**src/rtl/lfsr_gen.sv**
```systemverilog
// Parametrised LFSR with Fibonacci or Galois structure, runtime seed load,
// all-zero lockup recovery and a period counter that pulses on each wrap.
module lfsr_gen #(
  parameter int unsigned      WIDTH = 8,
  parameter logic [WIDTH-1:0] TAPS  = 8'hB8,
  parameter logic [WIDTH-1:0] SEED  = 8'h01,
  parameter int unsigned      MODE  = 0
) (
  input  logic             clk,
  input  logic             rst,
  input  logic             en,
  input  logic             load,
  input  logic [WIDTH-1:0] seed_in,
  output logic [WIDTH-1:0] Qout,
  output logic             bit_out,
  output logic             lockup,
  output logic             wrap,
  output logic [WIDTH-1:0] period
);

  localparam logic [WIDTH-1:0] ZERO = {WIDTH{1'b0}};
  localparam logic [WIDTH-1:0] ONE  = {{(WIDTH-1){1'b0}}, 1'b1};

  logic [WIDTH-1:0] q_q, q_d;
  logic [WIDTH-1:0] start_q, start_d;
  logic [WIDTH-1:0] cnt_q, cnt_d;
  logic [WIDTH-1:0] period_q, period_d;
  logic             lockup_q, lockup_d;
  logic             wrap_q, wrap_d;
  logic [WIDTH-1:0] next_s;

  function automatic logic [WIDTH-1:0] lfsr_next(input logic [WIDTH-1:0] s);
    logic [WIDTH-1:0] r;
    if (MODE == 32'd0) begin
      r = {s[WIDTH-2:0], ^(s & TAPS)};
    end else begin
      r = {s[WIDTH-2:0], 1'b0} ^ (s[WIDTH-1] ? TAPS : ZERO);
    end
    return r;
  endfunction

  assign next_s = lfsr_next(q_q);

  // Priority: load > zero-state recovery > step > hold; pulses default low.
  always_comb begin
    q_d      = q_q;
    start_d  = start_q;
    cnt_d    = cnt_q;
    period_d = period_q;
    lockup_d = 1'b0;
    wrap_d   = 1'b0;
    if (load) begin
      q_d     = seed_in;
      start_d = seed_in;
      cnt_d   = ZERO;
    end else if (en && (q_q == ZERO)) begin
      q_d      = SEED;
      start_d  = SEED;
      cnt_d    = ZERO;
      lockup_d = 1'b1;
    end else if (en) begin
      q_d = next_s;
      if (next_s == start_q) begin
        wrap_d   = 1'b1;
        period_d = cnt_q + ONE;
        cnt_d    = ZERO;
      end else begin
        cnt_d = cnt_q + ONE;
      end
    end else begin
      q_d = q_q;
    end
  end

  // State register with synchronous active-low reset.
  always_ff @(posedge clk) begin
    if (!rst) begin
      q_q      <= SEED;
      start_q  <= SEED;
      cnt_q    <= ZERO;
      period_q <= ZERO;
      lockup_q <= 1'b0;
      wrap_q   <= 1'b0;
    end else begin
      q_q      <= q_d;
      start_q  <= start_d;
      cnt_q    <= cnt_d;
      period_q <= period_d;
      lockup_q <= lockup_d;
      wrap_q   <= wrap_d;
    end
  end

  assign Qout    = q_q;
  assign bit_out = q_q[WIDTH-1];
  assign lockup  = lockup_q;
  assign wrap    = wrap_q;
  assign period  = period_q;

endmodule

```
**config.mk**
```make
export PLATFORM = sky130hd
export DESIGN_NAME = lfsr_gen
export DESIGN_NICKNAME = d
export VERILOG_FILES = /design/src/rtl/lfsr_gen.sv
export SDC_FILE = /design/constraint.sdc
export NUM_CORES = 1
export LEC_CHECK = 0
export BUFFER_PORTS_ARGS = -buffer_cell sky130_fd_sc_hd__buf_4
export CAP_MARGIN = 20
export CORE_MARGIN = 5
export CORE_UTILIZATION = 55
export DETAILED_ROUTE_END_ITERATION = 16
export GPL_ROUTABILITY_DRIVEN = 0
export PLACE_DENSITY = 0.88
export SLEW_MARGIN = 40
export SYNTH_ARGS = -nofsm -noshare
export SYNTH_HDL_FRONTEND = slang
export SYNTH_SLANG_ARGS = --single-unit
export TNS_END_PERCENT = 100
```
**constraint.sdc**
```tcl
create_clock -name clk -period 2.7 [get_ports clk]
set_input_delay 0 -clock clk [delete_from_list [all_inputs] [get_ports clk]]
set_output_delay 0 -clock clk [all_outputs]
set_load 0.05 [all_outputs]
```
## Word level (Yosys, flattened, before mapping)

Cells that the tools add are included.

| cells by class | value |
|---|---|
| $add $sub $neg | 1 |
| equality and inequality tests | 1 |
| muxes and demuxes | 8 |
| bitwise gates (word level) | 4 |
| reduce and logical (&&, ||, !) cells | 9 |

Operator list:

| operator | count |
|---|---|
| 8-bit 2-to-1 mux | 6 |
| 8-bit by 1-bit adder with 8-bit output (second input constant) | 1 |
| 8-bit equality test | 1 |
| 8-bit zero test | 1 |
| 8-bit parity | 1 |
| 1-bit NOT | 4 |
| 4-bit AND reduction | 1 |
| 4-bit OR reduction | 1 |
| 3-bit nonzero test | 1 |
| 3-bit OR reduction | 1 |
| 1-bit 2-to-1 mux | 2 |
| 2-bit nonzero test | 1 |
| 2-bit OR reduction | 1 |
| 1-bit logical AND | 1 |

| word-level totals | value |
|---|---|
| register bits | 34 |
| input bits | 12 |
| output and inout bits | 19 |
| logic and storage cells | 29 |

## Longest topological paths before layout

Gate-level depths: netlist (run 1).

| depth | value |
|---|---|
| depth after elaboration | 4 |
| depth in mapped cells | 7 |
| depth with buffers taken out | 6 |

## Worst setup path before layout (run 1)

No wires, ideal clock.

| timing | value |
|---|---|
| kind | reg2reg |
| start | register q_q[4], in the netlist Qout[4] |
| end | register period_q[6], in the netlist period[6] |
| library setup time | 0.072 ns |
| data arrival time | 2.089 ns |
| data required time | 2.628 ns |
| path slack | 0.539 ns |
| cell stages (with the launch flop) | 8 |
| path buffers | 1 |
| clock period less this slack | 2.161 ns |
| cells stage by stage | dfxtp_1 -> inv_1 -> ha_1 -> xor2_2 -> xnor2_1 -> nor4b_2 -> buf_4 -> mux2i_1 |

| between the ends | value |
|---|---|
| longest elaborated chain between the ends | 4 |
| elaborated cells on any way between the ends | 6 |
| those cells by class | eq/ne: 1; bitwise: 1; reduce/logical: 4 |

RTL lines:

| element | line | RTL |
|---|---|---|
| start: declaration | 24 | `logic [WIDTH-1:0] q_q, q_d;` |
| start signal: assignment | 85 | `q_q <= q_d;` |
| branches (longest 3 deep; another with 8-bit parity) | n/a |  |
| 4-bit AND reduction (no source line) * | n/a |  |
| end signal: assignment | 88 | `period_q <= period_d;` |
| end: declaration | 27 | `logic [WIDTH-1:0] period_q, period_d;` |

Mark *: on every way between the ends.
A chain may end at the register's enable or synchronous reset.

## Worst setup path in the final report (run 1)

| timing | value |
|---|---|
| start | register q_q[4], in the netlist Qout[4] |
| end | register period_q[0], in the netlist period[0] |

The elaborated chain is that of the path after synthesis.

==> results of run 1 <==
area by class of cell:
class	instances	area share, %
inverter	2	0.373
sequential	34	33.9
clock buffer	7	2.74
tap	31	1.93
clock inverter	1	0.249
multi-input combinational	134	44.4
timing repair buffer	41	16.4
layout by cell type (no fill, tap or decap), types with 5 or more instances in the layout:
cell type and count:
dlygate4sd3_1 9, o21ai_0 9, nor2b_1 5, mux2i_1 14, nand2_1 27, dfxtp_1 34, and2_1 5, clkbuf_4 5
xnor2_1 16, buf_4 32, nor3_1 12, nand4_1 7, a21boi_0 7, nand3_1 6
synthesized netlist by cell type:
cell type,number,area share [%]
dfxtp_1,34,42
nand2_1,27,6.2
xnor2_1,16,8.6
mux2i_1,14,8.6
nor3_1,12,3.7
o21ai_0,9,2.8
clkbuf_1,8,1.8
a21boi_0,7,3.2
nand4_1,7,2.7
nand3_1,6,1.8
and2_1,5,1.9
nor2b_1,5,1.9
a22oi_1,4,1.8
nor2_1,4,0.92
xor2_1,4,2.1
o21a_1,3,1.4
buf_4,2,0.92
ha_1,2,1.5
inv_1,2,0.46
nor4b_1,2,1.1
a21oi_1,1,0.31
a311o_1,1,0.61
and4b_1,1,0.61
buf_1,1,0.23
buf_2,1,0.31
nand2b_1,1,0.38
nor3_2,1,0.61
nor4b_2,1,0.92
xor2_2,1,0.99
power groups by stage:
stage	clock network (mW)	logic [mW]	registers, mW
2_1_floorplan	0	0.0876	0.571
3_3_place_gp	0	0.152	0.547
3_5_place_dp	0	0.157	0.549
4_1_cts	0.292	0.168	0.537
5_1_grt	0.316	0.184	0.540
6_report	0.284	0.170	0.538
per-layer routing:
metal | GRT usage (%) | vias up | routed length (microns)
li1 | - | 701 | -
met1 | 23.8 | 658 | 1650
met2 | 31.8 | 59 | 1820
met3 | 4.49 | 8 | 216
met4 | 6.86 | 0 | 34
met5 | 0 | - | 0
cell families (layout without fill, tap and decap cells):
| kind of cell | after synthesis | after routing | synth area share [%] |
|---|---|---|---|
| xor gates and xnor gates | 21 | 21 | 11.7 |
| buffers and inverters | 14 | 51 | 3.75 |
| DFF | 34 | 34 | 41.6 |
| muxes | 14 | 14 | 8.57 |
| adders and majority gates | 2 | 2 | 1.53 |
| AOI/OAI and AO/OA | 25 | 25 | 10.1 |
| and+or+nand+nor | 72 | 72 | 22.7 |
tightest hold or removal path, delay by kind of cell:
family / cells / cell delay, ns
AO/OA/AOI/OAI: 1 / 0.07
AND/OR/NAND/NOR: 1 / 0.08
buffers and inverters: 1 / 0.17
sequential cells by signal (all words and copies together), names as in the netlist:
register,cells
start_q,8
period,8
cnt_q,8
lockup,1
Qout,8
wrap,1
how the worst max path moves through the flow:
stage / slack, ns / cells past startpoint / end / from
floorplan: 0.54 / 7 / period[6]$_SDFFE_PN0P_ / Qout[4]$_SDFFE_PN0P_
global placement: 0.76 / 7 / period[0]$_SDFFE_PN0P_ / Qout[4]$_SDFFE_PN0P_
detailed placement: 0.62 / 7 / period[0]$_SDFFE_PN0P_ / Qout[5]$_SDFFE_PN0P_
CTS: 0.58 / 7 / period[0]$_SDFFE_PN0P_ / Qout[5]$_SDFFE_PN0P_
global route: 0.40 / 7 / period[0]$_SDFFE_PN0P_ / Qout[4]$_SDFFE_PN0P_
finish: 0.58 / 7 / period[0]$_SDFFE_PN0P_ / Qout[4]$_SDFFE_PN0P_
per-stage QoR:
step	hold WS, ns	power (mW)	instance area (sq um)	utilization, %
3_5_place_dp	0.297	0.706	1860	66.3
3_3_place_gp	0.289	0.699	1860	66.3
4_1_cts	0.0307	0.997	2010	71.7
6_report	0.0481	0.992	2010	71.7
5_1_grt	0.0594	1.04	2010	71.7
2_1_floorplan	0.155	0.659	1640	-
==> results.toml, run 1 <==
[worst_hold_path]
holdCritStartpoint = "load"
whs_endpoint = "start_q[4]$_SDFFE_PN0P_"
hold_class = "input port to flip-flop"
holdPathStages = 3

[floorplan]
start_util_pct = 58.3
die_w_microns = 64.5
fp.dieH_microns = 64.5
core-area_sq_mm = 0.00281
die_area_sq_mm = 0.00416
rows = 19
ios = 31

[routing]
first_pass_iters = 4
detail-route-antenna-nets = 0
wl_microns = 3720
viasPerCell = 5.70
post_drt_wl_per_cell_microns = 14.9
vias = 1426
drt_iter0_markers = 112
drc = 0

[global_route]
grt_overflow = 0
grt_pass1_wl_microns = 6340
grtUsageTotal_pct = 19.0
grt_pass1_vias = 1380
antenna_found_initial = 0
grt_max_degree = 35

[clocking]
post_cts_buffers = 0
hold_buffers = 9
cts_buffers = 5
clockRootBuffer = "clkbuf_4"
cts_max_level = 2
clock-sinks = 34
cts_tree = "built"
clk_pin_slew_ns = 0.10
cts_resized = 0
clock_latency_ns = 0.32
clockBufferDepth = 2

[worst_setup_path]
crit_path_end_kind = "flip-flop"
worst_path_max_delay_cell = "a21oi_1"
reg2reg_depth = 7
path_cells = "inv_1 -> ha_1 -> nor4b_1 -> a21oi_1 -> nor4b_2 -> buf_4 -> mux2i_1"
reg2reg_from = "Qout[4]$_SDFFE_PN0P_"
reg2reg_slack_ns = 0.58
critPathTopFamily = "compound AO/OA/AOI/OAI gates"
worstSetupPathType = "flip-flop to flip-flop"
crit_required_ns = 2.95
cp_max_fo = 8
regToRegEndpoint = "period[0]$_SDFFE_PN0P_"
cp-start-kind = "flip-flop"
crit_path_max_incr_delay_ns = 0.47
path_buf_inv = 2
critPathArrivalTime_ns = 2.37

[sta]
setup_tns_ns = 0
tightest_slew_ns = 0.625
rsz0062_at_grt = "no"
final.setup.worst_slack_ns = 0.579
hold_viol_final = 0
min_period_over_period_pct = 78.6
fmax_mhz = 471
setup_viol_count_final = 0
slew_headroom_pct = 58.1
fin_skew_ns = 0.00853
period_needed_ns = 2.12
drv_slew = 0

[cells_and_area]
syn_to_final_growth_pct = 23.0
antenna-diode-count = 0
fin_nets = 232
regArea_sq_um = 681
instances_no_fill = 250
multi_input_area_sq_um = 893
drive_gt1_share_pct = 19.2
fillCellCount = 206

[pwr]
p_leak_nw = 0.756
p_int_mw = 0.716
switching_share_pct = 27.8
combPwrFrac_pct = 17.2
p_seq_share_pct = 54.2
p_sw_mw = 0.276
powerDensity_mw_per_mm2 = 493
peakVddDrop_v = 0.000289
clkPwrFrac_pct = 28.6

[synth]
yosysWarningCount = 0
synth.net_count = 196
synthCells = 182
syn_area_sq_mm = 0.00164
postSynthAreaPerCell_sq_um = 8.99
synth_cell_type_count = 29
yosysSeqAreaShare_pct = 41.6
synth-seq-cells = 34

[status]
status = "completed"

[placed_design]
placed_cells = 233
dp_hpwl_microns = 2620
place_ws_ns = 0.616
portBuffers = 30

[job]
cap_violations = 0
Note: power is estimated with default switching activity, not from simulation.
==> run 2: changes to the inputs <==
--- a/config.mk
+++ b/config.mk
@@ -8,10 +8,10 @@
 export BUFFER_PORTS_ARGS = -buffer_cell sky130_fd_sc_hd__buf_4
 export CAP_MARGIN = 20
 export CORE_MARGIN = 5
-export CORE_UTILIZATION = 55
+export CORE_UTILIZATION = 49
 export DETAILED_ROUTE_END_ITERATION = 16
 export GPL_ROUTABILITY_DRIVEN = 0
-export PLACE_DENSITY = 0.88
+export PLACE_DENSITY = 0.84
 export SLEW_MARGIN = 40
 export SYNTH_ARGS = -nofsm -noshare
 export SYNTH_HDL_FRONTEND = slang
==> constraint.sdc (replaced) <==
create_clock -name clk -period 1.7 [get_ports clk]
set_input_delay 0 -clock clk [delete_from_list [all_inputs] [get_ports clk]]
set_output_delay 0 -clock clk [all_outputs]
set_load 0.05 [all_outputs]
==> results.toml, run 2 (synthesis gave the netlist of run 1 again) <==
[status]
status = "completed"

[worst_setup_path]
worst_path_max_delay_cell = "dfxtp_4"
worstSetupPathType = "flip-flop to flip-flop"
cp_max_fo = 8
critPathTopFamily = "simple AND/OR/NAND/NOR gates"
crit_path_end_kind = "flip-flop"
crit_path_max_incr_delay_ns = 0.36
reg2reg_depth = 7
crit_required_ns = 1.96
cp-start-kind = "flip-flop"
critPathArrivalTime_ns = 1.96
path_cells = "inv_2 -> ha_4 -> nor4b_2 -> a21oi_1 -> nor4b_2 -> buf_4 -> mux2i_1"
reg2reg_slack_ns = 0.004
crit_top_cell = "nor4b_2"
path_buf_inv = 2
reg2reg_from = "Qout[4]$_SDFFE_PN0P_"
regToRegEndpoint = "period[2]$_SDFFE_PN0P_"

[clocking]
clockRootBuffer = "clkbuf_4"
cts_max_level = 2
clockBufferDepth = 2
cts_buffers = 5
cts_tree = "built"
clock_latency_ns = 0.32
clk_pin_slew_ns = 0.10
clock-sinks = 34

[sta]
period_needed_ns = 1.70
drv_slew = 0
slew_headroom_pct = 78.7
min_period_over_period_pct = 99.8
tightest_slew_ns = 0.315
final.setup.worst_slack_ns = 0.00381
rsz0062_at_grt = "yes"
setup_viol_count_final = 0
fin_skew_ns = 0.00167
fmax_mhz = 590
hold_viol_final = 0

[placed_design]
dp_hpwl_microns = 2440
placed_cell_area_sq_mm = 0.00197
portBuffers = 30
place_ws_ns = 0.0198

[global_route]
grt_overflow = 0
grt_max_degree = 35
grt_pass1_vias = 1324
antenna_found_initial = 0
grtUsageTotal_pct = 17.4
grt_pass1_wl_microns = 6030

[pwr]
switching_share_pct = 27.8
p_seq_share_pct = 52.2
p_leak_nw = 0.828
clkPwrFrac_pct = 27.8
p_int_mw = 1.18
powerDensity_mw_per_mm2 = 753
combPwrFrac_pct = 20.0
peakVddDrop_v = 0.000378
p_sw_mw = 0.453

[floorplan]
die_area_sq_mm = 0.00459
core-area_sq_mm = 0.00328
ios = 31
start_util_pct = 49.8
die_w_microns = 67.8
fp.dieH_microns = 67.8
rows = 21

[routing]
viasPerCell = 5.03
wl_microns = 3590
drt_iter0_markers = 64
first_pass_iters = 4
post_drt_wl_per_cell_microns = 13.1
detail-route-antenna-nets = 0
vias = 1384
drc = 0

[cells_and_area]
drive_gt1_share_pct = 27.9
mostFrequentLayoutCell = "buf_4"
syn_to_final_growth_pct = 32.4
fin_nets = 242
layout_common_cells = "buf_4, dfxtp_1, nand2_1"
antenna-diode-count = 0
stdcell_area_sq_mm = 0.00216

[worst_hold_path]
whs_endpoint = "start_q[6]$_SDFFE_PN0P_"
holdCritStartpoint = "seed_in[6]"
hold_class = "input port to flip-flop"
holdPathStages = 3

[job]
cap_violations = 0
[run 2: cell count changes in the layout (fill, tap and decap cells not counted), moves of 2 or more]
| cell | delta |
|---|---|
| buf_4 | +9 |
| inv_2 | +2 |
| inv_1 | -2 |
| dfxtp_1 | -4 |
| dfxtp_4 | +2 |
| dfxtp_2 | +2 |
[run 2: area by class of cell]
cell class	instances	area, sq um
Clock buffer	7	55.1
Clock inverter	1	5.00
Fill cell	269	1120
Inverter	2	7.51
Multi-Input combinational cell	134	945
Sequential cell	34	691
Tap cell	46	57.6
Timing Repair Buffer	51	404
[run 2: worst max path at each step]
| stage | slack [ns] | end | start | cells past startpoint |
|---|---|---|---|---|
| final | 0.004 | period[2]$_SDFFE_PN0P_ | Qout[4]$_SDFFE_PN0P_ | 7 |
| after floorplan | -0.03 | period[6]$_SDFFE_PN0P_ | Qout[5]$_SDFFE_PN0P_ | 7 |
| after detailed placement | 0.02 | period[3]$_SDFFE_PN0P_ | Qout[4]$_SDFFE_PN0P_ | 7 |
| after global placement | 0.06 | period[2]$_SDFFE_PN0P_ | Qout[4]$_SDFFE_PN0P_ | 7 |
| after CTS | 0.005 | period[7]$_SDFFE_PN0P_ | Qout[5]$_SDFFE_PN0P_ | 7 |
| after global routing | -0.11 | period[7]$_SDFFE_PN0P_ | Qout[4]$_SDFFE_PN0P_ | 7 |
[run 2: worst register-to-register path, stage by stage (launching register included)]
cell and delay [ns]:
dfxtp_4 0.36, inv_2 0.04, ha_4 0.14, nor4b_2 0.15, a21oi_1 0.26, nor4b_2 0.26, buf_4 0.23, mux2i_1 0.19
[run 2: per-layer routing]
metal  track usage [%]  wire (microns)  up-vias  share of wire [%]
met5                 0               0        -                  0
met4              7.20              34        0               0.95
li1                  -               -      722                  -
met3              3.83             180        2                5.0
met2              28.3            1700       43                 47
met1              22.1            1680      617                 47
[run 2: metrics by stage]
| step | setup TNS (ns) | power (mW) | util (%) | cells | hold WS [ns] |
|---|---|---|---|---|---|
| after floorplan | -0.224 | 1.06 | - | 182 | 0.155 |
| after global placement | 0 | 1.14 | 60.1 | 255 | 0.290 |
| after detailed placement | 0 | 1.15 | 60.1 | 255 | 0.302 |
| after CTS | 0 | 1.62 | 64.6 | 272 | 0.000935 |
| after global routing | -0.660 | 1.72 | 65.9 | 275 | 0.0183 |
| final | 0 | 1.63 | 65.9 | 275 | 0.00360 |
[run 2: repair_timing]
action,in CTS,in global routing
cloned,0,1
setup buffers,1,2
endpoints found under the hold margin,8,0
hold buffers,8,0
pin swaps,0,1
endpoints found under the setup margin,8,18
resized for setup,0,6
[run 2: power groups by stage]
| stage | combinational, mW | clock (mW) | sequential (mW) |
|---|---|---|---|
| 5_1_grt | 0.351 | 0.511 | 0.856 |
| 4_1_cts | 0.302 | 0.466 | 0.850 |
| 6_report | 0.326 | 0.453 | 0.851 |
| 2_1_floorplan | 0.154 | 0 | 0.908 |
| 3_5_place_dp | 0.280 | 0 | 0.868 |
| 3_3_place_gp | 0.277 | 0 | 0.867 |
